$ cat src/rtl/cdb_arbiter_pkg.sv
// Shared CDB types and per-core requester maps for the GPR and FPR result buses.
package cdb_arbiter_pkg;

  localparam int ROB_WIDTH = 6;

  typedef struct packed {
    logic                 valid;
    logic [ROB_WIDTH-1:0] tag;
    logic [31:0]          data;
  } cdb_t;

  // GPR CDB requester count and unit-to-index mapping
  localparam int N_GPR_CDB_REQ = 4;
  localparam int GPR_CDB_LSU   = 0;
  localparam int GPR_CDB_ALU0  = 1;
  localparam int GPR_CDB_ALU1  = 2;
  localparam int GPR_CDB_BRU   = 3;

  // FPR CDB requester count and unit-to-index mapping
  localparam int N_FPR_CDB_REQ = 3;
  localparam int FPR_CDB_LSU   = 0;
  localparam int FPR_CDB_FMA   = 1;
  localparam int FPR_CDB_FDIV  = 2;

  function automatic int rr_next(input int idx, input int n);
    return (idx + 1 == n) ? 0 : idx + 1;
  endfunction

endpackage

$ cat src/rtl/cdb_arbiter_if.sv
// Per-unit broadcast request bundle: valid/ready handshake plus each unit's registered result.
interface cdb_arbiter_if
  import cdb_arbiter_pkg::*;
#(
  parameter int N = 4
);
  logic [N-1:0] valid;
  logic [N-1:0] ready;
  cdb_t [N-1:0] result;

  modport master (output valid, output result, input ready);
  modport slave  (input valid, input result, output ready);
endinterface

$ cat src/rtl/cdb_arbiter_rr_pick.sv
// Rotating-priority picker: first set request at or after i_ptr, wrapping modulo N.
// Purely combinational (rotate / find-first-set / un-rotate folded into one scan); i_ptr must be < N.
module cdb_arbiter_rr_pick #(
  parameter int N = 4,
  localparam int IW = $clog2(N)
) (
  input  logic [N-1:0]  i_req,
  input  logic [IW-1:0] i_ptr,
  output logic          o_any,
  output logic [IW-1:0] o_idx
);
  localparam logic [IW:0] NW = N[IW:0];

  always_comb begin : p_scan
    logic [IW:0] pos;
    o_any = 1'b0;
    o_idx = '0;
    pos   = '0;
    // Walk offsets from farthest to nearest so the nearest hit is the last write.
    for (int k = N - 1; k >= 0; k--) begin
      pos = {1'b0, i_ptr} + k[IW:0];
      if (pos >= NW) pos = pos - NW;
      if (i_req[pos[IW-1:0]]) begin
        o_any = 1'b1;
        o_idx = pos[IW-1:0];
      end
    end
  end
endmodule

$ cat src/rtl/cdb_arbiter.sv
// Round-robin CDB owner: same-cycle grant to one requester, broadcast of its result one cycle later.
// Latency 0 request-to-ready, 1 grant-to-cdb; a unit simply waits while another holds the grant.
module cdb_arbiter
  import cdb_arbiter_pkg::*;
#(
  parameter int N_REQ = N_GPR_CDB_REQ,
  localparam int IW = $clog2(N_REQ)
) (
  input  logic          i_clk,
  input  logic          i_reset,
  cdb_arbiter_if.slave  req,
  output cdb_t          o_cdb,
  output logic [IW-1:0] o_grant_idx
);
  if (N_REQ < 2 || N_REQ > 8) begin : g_bad_n_req
    $error("cdb_arbiter: N_REQ must be in 2..8");
  end

  logic [IW-1:0]    r_rr_ptr;
  logic [IW-1:0]    r_gnt_idx;
  logic             r_gnt_valid;
  logic             w_any;
  logic             w_hs;
  logic [IW-1:0]    w_idx;
  logic [N_REQ-1:0] w_ready;
  cdb_t             w_sel;

  cdb_arbiter_rr_pick #(.N(N_REQ)) u_pick (
    .i_req (req.valid),
    .i_ptr (r_rr_ptr),
    .o_any (w_any),
    .o_idx (w_idx)
  );

  // Reset suppresses the grant outright so no broadcast can follow it.
  assign w_hs = w_any && !i_reset;

  always_comb begin
    w_ready = '0;
    if (w_hs) w_ready[w_idx] = 1'b1;
  end
  assign req.ready = w_ready;

  always_ff @(posedge i_clk) begin
    if (i_reset) begin
      r_rr_ptr    <= '0;
      r_gnt_valid <= 1'b0;
      r_gnt_idx   <= '0;
    end else begin
      r_gnt_valid <= w_hs;
      r_gnt_idx   <= w_idx;
      if (w_hs) r_rr_ptr <= IW'(rr_next(int'(w_idx), N_REQ));
    end
  end

  // The unit's own valid bit is ignored; the broadcast valid comes from the grant register.
  always_comb begin
    w_sel       = req.result[r_gnt_idx];
    o_cdb       = w_sel;
    o_cdb.valid = r_gnt_valid;
  end
  assign o_grant_idx = r_gnt_idx;

  always @(posedge i_clk) begin
    if (!i_reset) begin
      assert ((w_ready & ~req.valid) == '0)
        else $error("cdb_arbiter: ready asserted without matching valid");
    end
  end
endmodule

$ cat src/flat_wrapper.sv
// flat-port wrapper written by rule: the top's interface ports become plain ports
module cdb_arbiter_flat import cdb_arbiter_pkg::*;
#(
  parameter int N_REQ = N_GPR_CDB_REQ,
  localparam int IW = $clog2(N_REQ)
)
  (i_clk, i_reset, o_cdb, o_grant_idx, req_valid, req_result, req_ready);
  cdb_arbiter_if #(.N(4)) req_i ();
  input  logic i_clk;
  input  logic i_reset;
  output cdb_t o_cdb;
  output logic [IW-1:0] o_grant_idx;
  input wire logic [$bits(req_i.valid)-1:0] req_valid;
  input wire logic [$bits(req_i.result)-1:0] req_result;
  output wire logic [$bits(req_i.ready)-1:0] req_ready;
  assign req_i.valid = req_valid;
  assign req_i.result = req_result;
  assign req_ready = req_i.ready;
  cdb_arbiter #(.N_REQ(N_REQ)) u_core (.i_clk(i_clk), .i_reset(i_reset), .req(req_i), .o_cdb(o_cdb), .o_grant_idx(o_grant_idx));
endmodule
$ cat config.mk
export PLATFORM = sky130hd
export DESIGN_NAME = cdb_arbiter_flat
export DESIGN_NICKNAME = d
export VERILOG_FILES = /design/src/rtl/cdb_arbiter_pkg.sv /design/src/rtl/cdb_arbiter_if.sv /design/src/rtl/cdb_arbiter_rr_pick.sv /design/src/rtl/cdb_arbiter.sv /design/src/flat_wrapper.sv
export SDC_FILE = /design/constraint.sdc
export NUM_CORES = 1
export LEC_CHECK = 0
export CAP_MARGIN = 20
export CORE_AREA = 2 2 81 83
export DETAILED_ROUTE_END_ITERATION = 8
export DIE_AREA = 0 0 83 85
export PLACE_DENSITY = 0.81
export SKIP_CTS_REPAIR_TIMING = 1
export SLEW_MARGIN = 10
export SYNTH_ARGS = -nofsm -noshare
export SYNTH_HDL_FRONTEND = slang
export SYNTH_SLANG_ARGS = --single-unit
$ cat constraint.sdc
create_clock -name i_clk -period 2.8 [get_ports i_clk]
set_input_delay 0.56 -clock i_clk [delete_from_list [all_inputs] [get_ports i_clk]]
set_output_delay 0.56 -clock i_clk [all_outputs]
set_load 0.02 [all_outputs]
==> reports/metrics.cfg <==
[flow_run]
maxCapViolations = 0

[global_routing]
first_global_vias = 1839
grt_antenna_before_repair = 2
grt_usage_pct = 17.7
grt_max_degree = 31
grt_pass1_wl_um = 9880
grt-busiest-layer = met2
met2_usage_pct = 32.9
gr-usage-met3_pct = 5.93
grt.overflow.total = 0
use_met1_pct = 19.7

[detailed_routing]
avgRoutedWirePerCell_um = 18.1
ant_nets = 0
drt_iter0_drc = 30
vias_per_cell = 4.72
num_vias = 1742
routed_wl_um = 6690
firstDrtPassIters = 4
route.detailed.drc = 0

[die]
die_w_um = 83
start_util_pct = 20.4
ios = 207
coreArea_um2 = 6200
die_h_um = 85
rows = 29
die_area_um2 = 7060

[synth]
netlist_instances = 84
yosysTopAreaCellShare_pct = 67.6
ys_seq_area_share_pct = 7.91
synth_edf_count = 0
yosys_most_used_dff = dfxtp_1
synthTopCellsByArea = mux4_2 68%, dfxtp_1 7.9%, ha_1 4.0%, buf_12 3.2%, and2_1 2.0%
synthTopCellsByCount = 38 x mux4_2, 5 x dfxtp_1
yosysUniqueCellTypes = 24
synth.most_common_cell = mux4_2
synth.largest_area_cell = mux4_2
syn_nets = 250
async_flop_share_pct = 0
synth_warnings = 0
synth_area_um2 = 1270
ys_ff_latch = 5
synth.avg_cell_area_um2 = 15.1

[setup_path]
cp.required_ns = 2.24
r2r-start = u_core.r_rr_ptr[1]
crit_start = req_valid[1]
worstRegToRegCells = 6
crit_arrival_ns = 2.15
path_class = in2out
cp-end-kind = primary output
cp-start-kind = primary input
cp_max_fo = 4

[timing]
fin_skew_ns = 0.000864
grt_setup_unrepaired = no
tightest_slew_ns = 0.321
fin_crit_sh_pct = 96.6
min_period_ns = 2.71
hold_viol_final = 0
max_freq_ghz = 0.370
setup_violations = 0
finalMaxSlewViolations = 0
slew_headroom_pct = 78.5

[power]
finalPower_w = 0.00107
p_per_area_nw_per_um2 = 309
ir_drop_v = 0.000207
p_leak_nw = 1.31

[cts]
clock_sinks = 5
cts_tree = yes
clkLatencyLatePin_ns = 0.22
cts_buffers = 3
cts_root_buffer = clkbuf_8
cts_buffer_depth = 2
cts-htree-levels = 1
clk_pin_slew_ns = 0.04

[placed_design]
port_buffers = 202
place_hpwl_um = 5920
globalplace.congestion = 0.797
place_area_um2 = 3400

[layout]
area_delta_synth_final_pct = 175
num_antenna_cells = 0
nNetsFinal = 459
stdcell_area_um2 = 3480
drive_above_1_share_pct = 20.5

[worst_hold_path]
worst_hold_path_type = reg2reg
hp-start = u_core.r_rr_ptr[0]
whs_path_depth = 3

[outcome]
status = finished, final reports clean

==> cells by family after synthesis <==
kind of cell / share of synthesized area (%)
compound gates: 4.94
simple gates: 6.32
buf+inv: 7.71
fa+ha+maj: 3.95
mux: 69.2
flops: 7.91
==> layer usage <==
layer	vias to the layer above	wire (um)
met5	-	20
met1	837	2480
met4	4	87
met3	10	538
met2	99	3570
li1	792	-
==> final cells by class <==
cell class	count	area, um2
flip-flops and latches	5	103
fillers	528	2730
repair buffers	214	2140
multi-input cells	67	1080
clock buffers	4	45.0
well taps	77	96.3
inverters	2	7.51
==> placed cells by master, fill, tap and decap left out <==
cell type	n
clkdlybuf4s50_1	196
mux4_2	38
buf_4	11
dlymetal6s2s_1	6
nor2_1	4
a21oi_1	4
and2_1	4
ha_1	4
clkbuf_8	3
dfxtp_1	3
mux2i_1	2
inv_1	2
dfxtp_2	2
nand2_1	1
nand2b_1	1
or3_4	1
o21a_1	1
o22ai_2	1
o22a_1	1
nor4_2	1
nor3_2	1
o221a_2	1
nor4_1	1
o31a_1	1
clkbuf_1	1
buf_12	1
==> where the power goes <==
group          switching [W]  leakage [nW]  internal [W]
sequential         0.0000116        0.0423     0.0000816
combinational       0.000315          1.25      0.000531
clock              0.0000371        0.0228     0.0000979
total               0.000364          1.31      0.000711
==> flip-flops by register name, summed over array words and instances (netlist names) <==
| register | count |
|---|---|
| u_core.o_grant_idx | 2 |
| u_core.r_gnt_valid | 1 |
| u_core.r_rr_ptr | 2 |
==> metrics by stage <==
step | instances | util, % | hold slack (ns) | setup TNS (ns) | worst slack (ns)
finish | 369 | 56.0 | 0.618 | 0 | 0.0940
global route | 369 | 56.0 | 0.633 | 0 | 0.0270
CTS | 369 | 55.5 | 0.604 | -1.28 | -0.354
floorplan | 84 | - | 0.548 | 0 | 0.715
detailed placement | 365 | 54.8 | 0.592 | -1.27 | -0.358
global placement | 365 | 54.8 | 0.590 | -1.03 | -0.292
==> final timing paths <==
check                                          end  slack (ns)
worst max-delay path                  req_ready[2]        0.09
worst min-delay path            u_core.r_rr_ptr[0]        0.62
worst max register to register  u_core.r_rr_ptr[1]        1.14
worst min register to register  u_core.r_rr_ptr[0]        0.62
==> worst max-delay path, stage by stage <==
cell and delay [ns]:
clkdlybuf4s50_1 0.54, a21oi_1 0.06, o21a_1 0.23, o22a_1 0.24
ha_1 0.18, and2_1 0.13, dlymetal6s2s_1 0.20
(Power assumes the default switching activity.)
==> edit, RTL diff (config.mk and constraints unchanged) <==
Make the reset (`i_reset`) asynchronous in one clocked block.
--- a/src/rtl/cdb_arbiter.sv
+++ b/src/rtl/cdb_arbiter.sv
@@ -42,5 +42,5 @@
   assign req.ready = w_ready;
 
-  always_ff @(posedge i_clk) begin
+  always_ff @(posedge i_clk or posedge i_reset) begin
     if (i_reset) begin
       r_rr_ptr    <= '0;
Behaviour: differs if i_reset is asserted again (counterexample within 4 cycles, from zero or initial values and one cycle with i_reset high); with i_reset held inactive, the same outputs for 10 cycles.
==> edit against the original RTL <==
Area after synthesis fell by 1.5%. Count of clock-buffer cells in the layout unchanged. Design area down 0.65%. Setup slack improved by 0.012 ns. Routed wire length increased by 3.6%. Critical path type unchanged. Sequential cell count is the same. Highest routed layer is now met4. Total power increased by 80%. Sequential power rose by 32%.
==> edit: results (changes against the original RTL) <==
antenna violations before repair=0 (-2); register area share after synthesis=10.0% (+2.1 points); Worst Hold Slack=0.534 ns (-0.0839 ns); main flop type after synthesis=dfrtp_1; first-pass GRT wire length=10700 microns (+8.1%); Slew @ Worst Pin=0.326 ns (+0.00442 ns); fin nets=452 (-1.5%); total length of routed wires=6930 microns (+3.6%); top cells by count, synth=mux4_2, dfrtp_1, and3_2, ha_1; top routing layer in use=met4; vias in the first global route=1875 (+2.0%); comb pwr=0.00167 W (+97%); pre-CTS WS=-0.384 ns (-0.0265 ns); crit path to=req_ready[0]; fillers=520 (-1.5%); Clock Skews=0.00273 ns (+0.00186 ns); maximum fanout along the worst path=3 (-1); Worst Setup SP=req_valid[3]; WP data arrival=2.13 ns (-0.02 ns); Internal=0.00116 W (+64%); met2 WL=3780 microns (+6.1%); largest net degree at the start of global routing=25 (-19%); share of cells above drive strength 1=20.4% (-0.20 points); post-synthesis share of cell area spent on full adders, half adders and majority gates=4.01% (+0.059 points); worst reg-to-reg setup slack=1.08 ns (-0.06 ns); reg2reg end=u_core.r_rr_ptr[1]; GP Congestion=0.867 (+8.8%); Reg power frac=6.4% (-2.3 points); Synth async-reset ratio=100% (+100 points); drt first-iter violations=42 (+40%); status=complete, no violations; complex-gate fraction of the synthesized area=4.51% (-0.43 points); wire length on met3=580 microns (+7.8%); Period minus WS final=2.69 ns (-0.0123 ns); top cells by area, synth=mux4_2, dfrtp_1, ha_1; Total GRT Usage=19.2% (+1.5 points)
edit: layout make-up:
type	count	area [sq um]	area share, %
Antenna cell	1	2.50	0.0725
Sequential cell	5	126	3.66
Tap cell	77	96.3	2.79
Inverter	2	7.51	0.217
Clock buffer	4	45.0	1.30
Multi-Input combinational cell	64	1070	30.9
Timing Repair Buffer	210	2110	61.1
edit: through the flow:
step / power (W) / cell area (sq um) / utilization, % / std cells
floorplan: 0.00103 / 1250 / - / 80
global route: 0.00204 / 3450 / 55.6 / 362
finish: 0.00193 / 3450 / 55.7 / 363
detailed placement: 0.00182 / 3390 / 54.6 / 358
CTS: 0.00196 / 3440 / 55.4 / 362
global placement: 0.00180 / 3390 / 54.6 / 358
edit: critical path, stage by stage:
cell and delay [ns]:
clkdlybuf4s50_1 0.50, nor2_1 0.08, or3_1 0.41, ha_1 0.21, and3_2 0.17, dlymetal6s2s_1 0.20
edit: routing by layer:
layer,global-route usage (%),vias up
met1,21.4,844
li1,-,777
met3,6.42,4
met5,0,-
met4,2.38,0
met2,36.5,93
